$ cat src/rtl/am_pkg.sv
// rtl/am_pkg.sv - alignment-marker tables, compare masks and FSM state type
package am_pkg;

    localparam int AM_BLOCK_W = 66;

    localparam logic [1:0] SYNC_CTRL = 2'b10;

    // Compared fields: sync header, M0..M2 and M4..M6; BIP3/BIP7 are don't-care
    localparam logic [AM_BLOCK_W-1:0] AM_CMP_MASK =
        {8'h00, 24'hff_ffff, 8'h00, 24'hff_ffff, 2'b11};
    localparam logic [AM_BLOCK_W-1:0] AM_BIP_MASK =
        {8'hff, 24'h00_0000, 8'hff, 24'h00_0000, 2'b00};

    function automatic logic [AM_BLOCK_W-1:0] am_word(
        input logic [7:0] m0, input logic [7:0] m1, input logic [7:0] m2,
        input logic [7:0] m4, input logic [7:0] m5, input logic [7:0] m6);
        return {8'h00, m6, m5, m4, 8'h00, m2, m1, m0, SYNC_CTRL};
    endfunction

    localparam logic [AM_BLOCK_W-1:0] AM_40G_TABLE [4] = '{
        am_word(8'h90, 8'h76, 8'h47, 8'h6f, 8'h89, 8'hb8),
        am_word(8'hf0, 8'hc4, 8'he6, 8'h0f, 8'h3b, 8'h19),
        am_word(8'hc5, 8'h65, 8'h9b, 8'h3a, 8'h9a, 8'h64),
        am_word(8'ha2, 8'h79, 8'h3d, 8'h5d, 8'h86, 8'hc2)
    };

    localparam logic [AM_BLOCK_W-1:0] AM_100G_TABLE [20] = '{
        am_word(8'hc1, 8'h68, 8'h21, 8'h3e, 8'h97, 8'hde),
        am_word(8'h9d, 8'h71, 8'h8e, 8'h62, 8'h8e, 8'h71),
        am_word(8'h59, 8'h4b, 8'he8, 8'ha6, 8'hb4, 8'h17),
        am_word(8'h4d, 8'h95, 8'h7b, 8'hb2, 8'h6a, 8'h84),
        am_word(8'hf5, 8'h07, 8'h09, 8'h0a, 8'hf8, 8'hf6),
        am_word(8'hdd, 8'h14, 8'hc2, 8'h22, 8'heb, 8'h3d),
        am_word(8'h9a, 8'h4a, 8'h26, 8'h65, 8'hb5, 8'hd9),
        am_word(8'h7b, 8'h45, 8'h66, 8'h84, 8'hba, 8'h99),
        am_word(8'ha0, 8'h24, 8'h76, 8'h5f, 8'hdb, 8'h89),
        am_word(8'h68, 8'hc9, 8'hfb, 8'h97, 8'h36, 8'h04),
        am_word(8'hfd, 8'h6c, 8'h99, 8'h02, 8'h93, 8'h66),
        am_word(8'hb9, 8'h91, 8'h55, 8'h46, 8'h6e, 8'haa),
        am_word(8'h5c, 8'hb9, 8'hb2, 8'ha3, 8'h46, 8'h4d),
        am_word(8'h1a, 8'hf8, 8'hbd, 8'he5, 8'h07, 8'h42),
        am_word(8'h83, 8'hc7, 8'hca, 8'h7c, 8'h38, 8'h35),
        am_word(8'h35, 8'h36, 8'hcd, 8'hca, 8'hc9, 8'h32),
        am_word(8'hc4, 8'h31, 8'h4c, 8'h3b, 8'hce, 8'hb3),
        am_word(8'had, 8'hd6, 8'hb7, 8'h52, 8'h29, 8'h48),
        am_word(8'h5f, 8'h66, 8'h2a, 8'ha0, 8'h99, 8'hd5),
        am_word(8'hc0, 8'hf0, 8'he5, 8'h3f, 8'h0f, 8'h1a)
    };

    typedef enum logic [3:0] {
        ST_INVALID = 4'b0001,
        ST_SYNC    = 4'b0010,
        ST_FIRST   = 4'b0100,
        ST_LOCK    = 4'b1000
    } am_state_t;

endpackage

$ cat src/rtl/am_match.sv
// rtl/am_match.sv - masked compare of one block against one alignment marker
import am_pkg::*;

module am_match #(
    parameter int BLOCK_W = 66
) (
    input  logic [BLOCK_W-1:0] block_i,
    input  logic [BLOCK_W-1:0] marker_i,
    output logic               match_o
);

    assign match_o = (((block_i ^ marker_i) & AM_CMP_MASK) == '0);

endmodule

$ cat src/rtl/am_lock_n_rx.sv
// rtl/am_lock_n_rx.sv - per-lane alignment-marker lock FSM with bit-slip request
import am_pkg::*;

module am_lock_n_rx #(
    parameter int AM_N    = 4,
    parameter int GAP_N   = 16383,
    parameter int NV_MAX  = 4,
    parameter int BLOCK_W = 66
) (
    input  logic                    clk,
    input  logic                    nreset,
    input  logic                    valid_i,
    input  logic [BLOCK_W-1:0]      block_i,
    output logic                    lock_v_o,
    output logic                    slip_v_o,
    output logic                    am_v_o,
    output logic                    lite_am_v_o,
    output logic                    lite_lock_v_o,
    output logic [AM_N-1:0]         lane_o,
    output logic [$clog2(AM_N)-1:0] lane_idx_o
);

    localparam int IDX_W = $clog2(AM_N);
    localparam int GAP_W = $clog2(GAP_N + 1);

    if (!(AM_N == 4 || AM_N == 20)) begin : g_bad_am_n
        $error("am_lock_n_rx: AM_N must be 4 or 20");
    end
    if (NV_MAX < 1 || NV_MAX > 15) begin : g_bad_nv_max
        $error("am_lock_n_rx: NV_MAX must be in 1..15");
    end
    if (BLOCK_W != AM_BLOCK_W) begin : g_bad_block_w
        $error("am_lock_n_rx: BLOCK_W must be 66");
    end

    logic [AM_N-1:0]  w_match;
    logic             w_any;
    logic [IDX_W-1:0] w_first_idx;
    logic             w_lane_hit;
    logic             w_at_gap;

    for (genvar g = 0; g < AM_N; g++) begin : g_match
        logic [BLOCK_W-1:0] w_marker;
        if (AM_N == 4) begin : g_40g
            assign w_marker = AM_40G_TABLE[g];
        end else begin : g_100g
            assign w_marker = AM_100G_TABLE[g];
        end
        am_match #(.BLOCK_W(BLOCK_W)) u_match (
            .block_i  (block_i),
            .marker_i (w_marker),
            .match_o  (w_match[g])
        );
    end

    logic [IDX_W-1:0] r_lane_idx;
    logic [AM_N-1:0]  r_lane;
    logic [GAP_W-1:0] r_gap;
    logic [3:0]       r_nv_cnt;
    am_state_t        r_state;
    logic             r_lock;
    logic             r_slip;
    logic             r_am;
    logic             r_lite_am;
    logic             r_lite_lock;

    // Descending scan so the lowest matching index is the one left standing
    always_comb begin
        w_first_idx = '0;
        for (int i = AM_N - 1; i >= 0; i--) begin
            if (w_match[i]) begin
                w_first_idx = IDX_W'(i);
            end
        end
    end

    assign w_any      = |w_match;
    assign w_lane_hit = w_match[r_lane_idx];
    assign w_at_gap   = (r_gap == GAP_W'(GAP_N));

    always_ff @(posedge clk) begin
        if (!nreset) begin
            r_state     <= ST_INVALID;
            r_lane_idx  <= '0;
            r_lane      <= '0;
            r_gap       <= '0;
            r_nv_cnt    <= '0;
            r_lock      <= 1'b0;
            r_slip      <= 1'b0;
            r_am        <= 1'b0;
            r_lite_am   <= 1'b0;
            r_lite_lock <= 1'b0;
        end else begin
            r_slip    <= 1'b0;
            r_am      <= 1'b0;
            r_lite_am <= valid_i & w_any;
            if (!valid_i) begin
                r_state     <= ST_INVALID;
                r_lane_idx  <= '0;
                r_lane      <= '0;
                r_gap       <= '0;
                r_nv_cnt    <= '0;
                r_lock      <= 1'b0;
                r_lite_lock <= 1'b0;
            end else begin
                case (r_state)
                    ST_INVALID, ST_SYNC: begin
                        r_gap <= '0;
                        if (w_any) begin
                            r_state     <= ST_FIRST;
                            r_lane_idx  <= w_first_idx;
                            r_lane      <= {{(AM_N-1){1'b0}}, 1'b1} << w_first_idx;
                            r_lite_lock <= 1'b1;
                        end else begin
                            r_state <= ST_SYNC;
                        end
                    end
                    ST_FIRST: begin
                        if (w_at_gap) begin
                            r_gap <= '0;
                            if (w_lane_hit) begin
                                r_state  <= ST_LOCK;
                                r_nv_cnt <= '0;
                                r_am     <= 1'b1;
                                r_lock   <= 1'b1;
                            end else begin
                                r_state     <= ST_SYNC;
                                r_slip      <= 1'b1;
                                r_lane_idx  <= '0;
                                r_lane      <= '0;
                                r_lite_lock <= 1'b0;
                            end
                        end else begin
                            r_gap <= r_gap + 1'b1;
                        end
                    end
                    ST_LOCK: begin
                        if (w_at_gap) begin
                            r_gap <= '0;
                            if (w_lane_hit) begin
                                r_nv_cnt <= '0;
                                r_am     <= 1'b1;
                            end else if (r_nv_cnt + 4'd1 >= 4'(NV_MAX)) begin
                                r_state     <= ST_SYNC;
                                r_slip      <= 1'b1;
                                r_nv_cnt    <= '0;
                                r_lane_idx  <= '0;
                                r_lane      <= '0;
                                r_lock      <= 1'b0;
                                r_lite_lock <= 1'b0;
                            end else begin
                                r_nv_cnt <= r_nv_cnt + 4'd1;
                            end
                        end else begin
                            r_gap <= r_gap + 1'b1;
                        end
                    end
                    default: begin
                        r_state <= ST_INVALID;
                        r_gap   <= '0;
                    end
                endcase
            end
        end
    end

    assign lock_v_o      = r_lock;
    assign slip_v_o      = r_slip;
    assign am_v_o        = r_am;
    assign lite_am_v_o   = r_lite_am;
    assign lite_lock_v_o = r_lite_lock;
    assign lane_o        = r_lane;
    assign lane_idx_o    = r_lane_idx;

endmodule

$ cat config.mk
export PLATFORM = sky130hd
export DESIGN_NAME = am_lock_n_rx
export DESIGN_NICKNAME = d
export VERILOG_FILES = /design/src/rtl/am_pkg.sv /design/src/rtl/am_match.sv /design/src/rtl/am_lock_n_rx.sv
export SDC_FILE = /design/constraint.sdc
export NUM_CORES = 1
export LEC_CHECK = 0
export ABC_AREA = 1
export CELL_PAD_IN_SITES_DETAIL_PLACEMENT = 1
export CELL_PAD_IN_SITES_GLOBAL_PLACEMENT = 1
export CORE_ASPECT_RATIO = 0.6
export CORE_MARGIN = 1.5
export CORE_UTILIZATION = 31
export DETAILED_ROUTE_END_ITERATION = 8
export PLACE_DENSITY_LB_ADDON = 0.2
export SYNTH_ARGS = -nofsm -noshare
export SYNTH_HDL_FRONTEND = slang
export SYNTH_SLANG_ARGS = --single-unit
export TNS_END_PERCENT = 30
$ cat constraint.sdc
create_clock -name clk -period 2.05 [get_ports clk]
set_input_delay 0.5125 -clock clk [delete_from_list [all_inputs] [get_ports clk]]
set_output_delay 0.5125 -clock clk [all_outputs]
set_load 0.05 [all_outputs]
==> impl_metrics.tcl, run 1 <==
set metrics [dict create \
    antenna_found_initial 0 \
    setup_violations 11 \
    synth_top_area_share_pct 25.58 \
    viasPerCell 5.460 \
    start_util_pct 32.38 \
    ys_ff_latch 33 \
    vdd_ir_drop_max_v 0.0002659 \
    cp_top_family "simple AND/OR/NAND/NOR gates" \
    vias 3942 \
    syn_inst 460 \
    p_leak_nw 1.934 \
    htree_levels 2 \
    period_minus_slack_ns 2.213 \
    layout_common_cells "86 x buf_4, 70 x nand2_1, 56 x nor2_1" \
    power.density_nw_per_um2 406.5 \
    crit_path_end_kind "flip-flop" \
    cts_root_buf "clkbuf_16" \
    routedWlPerCell_um 21.30 \
    tns_ns -0.9365 \
    hold_viol 0 \
    total_power_mw 1.868 \
    port_buffers 63 \
    clk_pin_slew_ns 0.06 \
    cts_max_path_buffers 2 \
    track_usage_pct 28.29 \
    area_growth_pct 77.96 \
    pwr-share-comb_pct 23.9 \
    worst_pin_slew_ns 0.4948 \
    violations "negative setup slack" \
    grt_pass1_vias 3633 \
    io_pins 80 \
    die_h_um 73.70 \
    overflow 0 \
    layout_commonest_cell "buf_4" \
    p_clk_share_pct 41.6 \
    slew_violations 0 \
    cap_violations 0 \
    nets 684 \
    syn_nets 531 \
    fmax_mhz 451.8 \
    switchingPower_uw 594.5 \
    p_seq_share_pct 34.5 \
    hpwlAfterDp_um 9229 \
    crit_buf_inv 3 \
    coreArea_um2 7976 \
    cts_buffers 5 \
    worstPathArrival_ns 2.43 \
    ys_types 31 \
    cpMaxStageDelayCell "clkdlybuf4s15_1" \
    hold_class "reg2reg" \
    crit_path_start_kind "input port" \
    netlist_area_um2 2582 \
    timing.final.crit_share_pct 108.0 \
    die_area_um2 8905 \
    cp.required_ns 2.27 \
    grt_max_degree 13 \
    finalWirelength_um 15380 \
    rows 25 \
    max_stage_delay_ns 0.23 \
    path_cells "clkdlybuf4s15_1 -> nor2_4 -> buf_4 -> buf_4 -> nand3_1 -> nor3_1 -> nand3_1 -> nor2_1 -> nor2_1 -> nand2_1 -> nand4_1 -> a21oi_2" \
    seq_area_frac_synth_pct 25.58 \
    drtAntennaViolNets 0 \
    p_int_mw 1.274 \
    syn_avg_cell_area_um2 5.614 \
    slew_headroom_pct 66.91 \
    grt_pass1_wl_um 18910 \
    path_class "in2reg" \
    worst-path-max-fanout 3 \
    n_antenna_cell 0 \
    drive_gt1_share_pct 46.74 \
    synth_area_leaders "dfxtp_1 26%, nor2_1 17%, nand2_1 15%" \
    worstSkewPairLatency_ns 0.29 \
    cts_tree "done" \
    rsz0062_at_grt "true" \
    synth.largest_area_cell "dfxtp_1" \
    switching_share_pct 31.82 \
    status "complete, but fails checks" \
    die_w_um 120.8 \
    ys.warnings.count 0 \
    drc 0 \
    dr.pass1.iters 5 \
    fin_ws_ns -0.1634 \
    drt_iter0_markers 396 \
    gp_congestion 0.9925 \
    cts_sinks 33 \
    clock-skew-final_ns 0.005818 \
]
area by class of cell:
cell class	instances	area [um2]
Clock buffer	5	125.1
Clock inverter	3	17.52
Fill cell	1053	3381
Inverter	78	296.5
Multi-Input combinational cell	346	2202
Sequential cell	33	665.6
Tap cell	108	135.1
Timing Repair Buffer	149	1154
through the flow:
stage          util (%)  setup slack (ns)  area, um2  instances  hold slack [ns]
5_1_grt           57.62           -0.1740       4596        722           0.4656
6_report          57.62           -0.1634       4596        722           0.4442
3_5_place_dp      47.80           -0.6676       3812        694           0.4527
2_1_floorplan         -            0.3134       2582        460           0.4175
3_3_place_gp      47.80           -0.5870       3812        694           0.4273
4_1_cts           53.13          0.001430       4238        716           0.4607
worst reg2reg max path: cells and delay by family, from the launching register on:
| family | cells | cell delay [ns] |
|---|---|---|
| AND/OR/NAND/NOR | 8 | 1.33 |
| AO/OA/AOI/OAI | 2 | 0.27 |
| buffers and inverters | 1 | 0.17 |
| flip-flops | 1 | 0.31 |
path summary, 6_finish.rpt:
path / start / endpoint / slack, ns / cells past startpoint
hold / removal: r_gap[0] / r_gap[0] / 0.44 / 1
hold reg to reg: r_gap[0] / r_gap[0] / 0.44 / 1
setup / recovery: block_i[53] / lane_o[3] / -0.16 / 12
setup reg to reg: r_state[0] / lane_idx_o[1] / -0.12 / 11
layer usage:
metal | share of wire (%) | GRT usage (%)
met5 | 0 | 0
met4 | 3.0 | 4.706
met3 | 11 | 8.307
met2 | 44 | 44.51
met1 | 42 | 39.00
registers in the layout (all words and copies together) (netlist names):
register / count
am_v_o: 1
lock_v_o: 1
r_gap: 14
lane_o: 4
lite_am_v_o: 1
lite_lock_v_o: 1
slip_v_o: 1
r_nv_cnt: 4
r_state: 4
lane_idx_o: 2
synthesized netlist by cell type:
cell and instances:
nor2_1 116, nand2_1 106, inv_1 69, nand3_1 36
dfxtp_1 33, nand4_1 18, a21oi_1 14, nor3_1 14
inv_2 8, nor2_2 7, nor4_1 5, nand3_2 4
nand2_2 3, xnor2_1 3, and3_1 2, buf_2 2
ha_1 2, nor3b_1 2, o21bai_1 2, or2_4 2
xor2_1 2, a211oi_1 1, a21o_1 1, a21oi_4 1
clkbuf_1 1, clkinv_2 1, nand2_4 1, nor2_4 1
nor3_4 1, o21ai_0 1, o21ba_2 1
power by group through the flow:
stage	logic (mW)	clock network [mW]	registers (mW)
2_1_floorplan	0.117	0	0.659
3_3_place_gp	0.360	0	0.660
3_5_place_dp	0.370	0	0.660
4_1_cts	0.384	0.746	0.646
5_1_grt	0.464	0.790	0.644
6_report	0.446	0.778	0.645
timing repair:
action	in CTS	in global routing
gates cloned	0	0
pin swaps	56	76
resized for setup	131	165
buffers inserted	14	6
endpoints found under the setup margin	18	19
hold buffers	0	0
logic make-up after synthesis:
group                      synth area share, %
xor gates and xnor gates                 1.696
buffers and inverters                    11.92
adders and majority gates               0.9688
DFF                                      25.58
AOI/OAI and AO/OA                        5.087
and+or+nand+nor                          54.75
Note: power is estimated with default switching activity, not from simulation.
==> inputs of run 2 (changes only) <==
--- a/config.mk
+++ b/config.mk
@@ -11,7 +11,9 @@
 export CORE_ASPECT_RATIO = 0.6
 export CORE_MARGIN = 1.5
 export CORE_UTILIZATION = 31
+export CTS_CLUSTER_DIAMETER = 30
 export DETAILED_ROUTE_END_ITERATION = 8
+export GPL_ROUTABILITY_DRIVEN = 1
 export PLACE_DENSITY_LB_ADDON = 0.2
 export SYNTH_ARGS = -nofsm -noshare
 export SYNTH_HDL_FRONTEND = slang
==> results of run 2 <==
The final DEF is identical to that of run 1; final timing and power are the same.
==> edit: new RTL, settings of run 1 <==
Reset style: asynchronous (`nreset`), changed in one clocked block.
--- a/src/rtl/am_lock_n_rx.sv
+++ b/src/rtl/am_lock_n_rx.sv
@@ -78,7 +78,7 @@
     assign w_lane_hit = w_match[r_lane_idx];
     assign w_at_gap   = (r_gap == GAP_W'(GAP_N));
 
-    always_ff @(posedge clk) begin
+    always_ff @(posedge clk or negedge nreset) begin
         if (!nreset) begin
             r_state     <= ST_INVALID;
             r_lane_idx  <= '0;
Behaviour: differs if nreset is asserted again (counterexample within 4 cycles, from zero or initial values and one cycle with nreset low); with nreset held inactive, the same outputs for 10 cycles.
==> edit against run 1 <==
- setup slack improved by 220 ps
- cell area increased by 17%
- sequential cell count did not move
- first-iteration DRC count decreased by 38%
- non-clock buffer count is 57 higher
- synthesized cell count up 13%
- register-to-register slack improved by 200 ps
- worst hold slack improved by 34 ps
- cell count increased by 20%
- power increased by 12%
- area after synthesis rose by 21%
- utilization is 2.9 points lower
- combinational power rose by 48%
- wire length rose by 2.0%
- critical path type unchanged
==> edit: results (changes against run 1) <==
\begin{tabular}{lr}
\hline
Metric & Value \\
\hline
\multicolumn{2}{l}{\textbf{GRT}} \\
Via count of the first global-routing pass & 4,436 (was 3,633) \\
Global-route wire length before repair & 23.3 mm (was 18.9 mm) \\
Met1 usage & 0.412 (was 0.390) \\
\multicolumn{2}{l}{\textbf{Yosys}} \\
Synth top cells by count & sky130\_fd\_sc\_hd\_\_nand2\_1 (124), sky130\_fd\_sc\_hd\_\_nor2\_1 (114), sky130\_fd\_sc\_hd\_\_inv\_1 (72) (was sky130\_fd\_sc\_hd\_\_nor2\_1 (116), sky130\_fd\_sc\_hd\_\_nand2\_1 (106), sky130\_fd\_sc\_hd\_\_inv\_1 (69)) \\
Number of library cell types mapped by synthesis & 38 (was 31) \\
Synth async-reset ratio & 1.00 (was 0) \\
Average size of a mapped cell & 5.99 sq um (was 5.61 sq um) \\
Dominant cells by area after synthesis & sky130\_fd\_sc\_hd\_\_dfrtp\_1 (26\%), sky130\_fd\_sc\_hd\_\_nand2\_1 (15\%), sky130\_fd\_sc\_hd\_\_nor2\_1 (14\%), sky130\_fd\_sc\_hd\_\_inv\_1 (8.7\%), sky130\_fd\_sc\_hd\_\_nand4\_1 (7.0\%) (was sky130\_fd\_sc\_hd\_\_dfxtp\_1 (26\%), sky130\_fd\_sc\_hd\_\_nor2\_1 (17\%), sky130\_fd\_sc\_hd\_\_nand2\_1 (15\%), sky130\_fd\_sc\_hd\_\_inv\_1 (10\%), sky130\_fd\_sc\_hd\_\_nand3\_1 (7.0\%)) \\
Synth Net Count & 592 (was 531) \\
\multicolumn{2}{l}{\textbf{Outcome}} \\
Outcome & finished clean (was finished, violations left) \\
\multicolumn{2}{l}{\textbf{Route}} \\
Violation count after the first detailed-routing iteration & 244 (was 396) \\
Wire length on met2 & 6.55 mm (was 6.76 mm) \\
\multicolumn{2}{l}{\textbf{Finish}} \\
Count of fill cells added during filler insertion & 1,348 (was 1,053) \\
Signal buffers & 206 (was 149) \\
Multi-In Gates & 402 (was 346) \\
\multicolumn{2}{l}{\textbf{Setup path}} \\
Data arrival time at the worst-slack endpoint & 2160 ps (was 2430 ps) \\
Max FO, Critical Path & 7 (was 3) \\
\multicolumn{2}{l}{\textbf{Min path}} \\
Hold Path End & lock\_v\_o\$\_DFFE\_PN0P\_ (was r\_gap[0]\$\_SDFF\_PP0\_) \\
Hold path startpoint & lock\_v\_o\$\_DFFE\_PN0P\_ (was r\_gap[0]\$\_SDFF\_PP0\_) \\
\multicolumn{2}{l}{\textbf{Place}} \\
Post-DP HPWL & 11.9 mm (was 9.23 mm) \\
Cell area after placement & 4660 sq um (was 3810 sq um) \\
\multicolumn{2}{l}{\textbf{Power}} \\
Max IR drop VDD & 0.330 mV (was 0.266 mV) \\
Lkg Pwr & 2.58 nW (was 1.93 nW) \\
\multicolumn{2}{l}{\textbf{CTS}} \\
Post-CTS setup buffer count & 22 (was 14) \\
\multicolumn{2}{l}{\textbf{Timing}} \\
Clk\_skew & 4.11 ps (was 5.82 ps) \\
Worst slack on hold paths & 478 ps (was 444 ps) \\
\hline
\end{tabular}
## edit: changes by cell type after synthesis, moves of 7 or more
cell                      change
sky130_fd_sc_hd__a21oi_1      -9
sky130_fd_sc_hd__dfrtp_1     +32
sky130_fd_sc_hd__dfxtp_1     -33
sky130_fd_sc_hd__nand3_1      +7
sky130_fd_sc_hd__nor3_1      +10
sky130_fd_sc_hd__nand2_1     +18
sky130_fd_sc_hd__nand4_1     +17
## edit: cells by family after synthesis
group                    after synthesis  share of synthesized area
AND/OR/NAND/NOR                      382                      0.582
AO/OA/AOI/OAI                         13                     0.0248
flip-flops                            33                      0.265
XOR/XNOR                               5                     0.0140
adder cells (fa/ha/maj)                2                    0.00801
buffers and inverters                 86                      0.107
## edit: where the power goes
part	leakage [nW]	internal [W]	switching (W)	total, W
registers	0.451	0.000669	0.00000911	0.000678
logic	2.06	0.000279	0.000382	0.000661
clock network	0.0712	0.000484	0.000269	0.000753
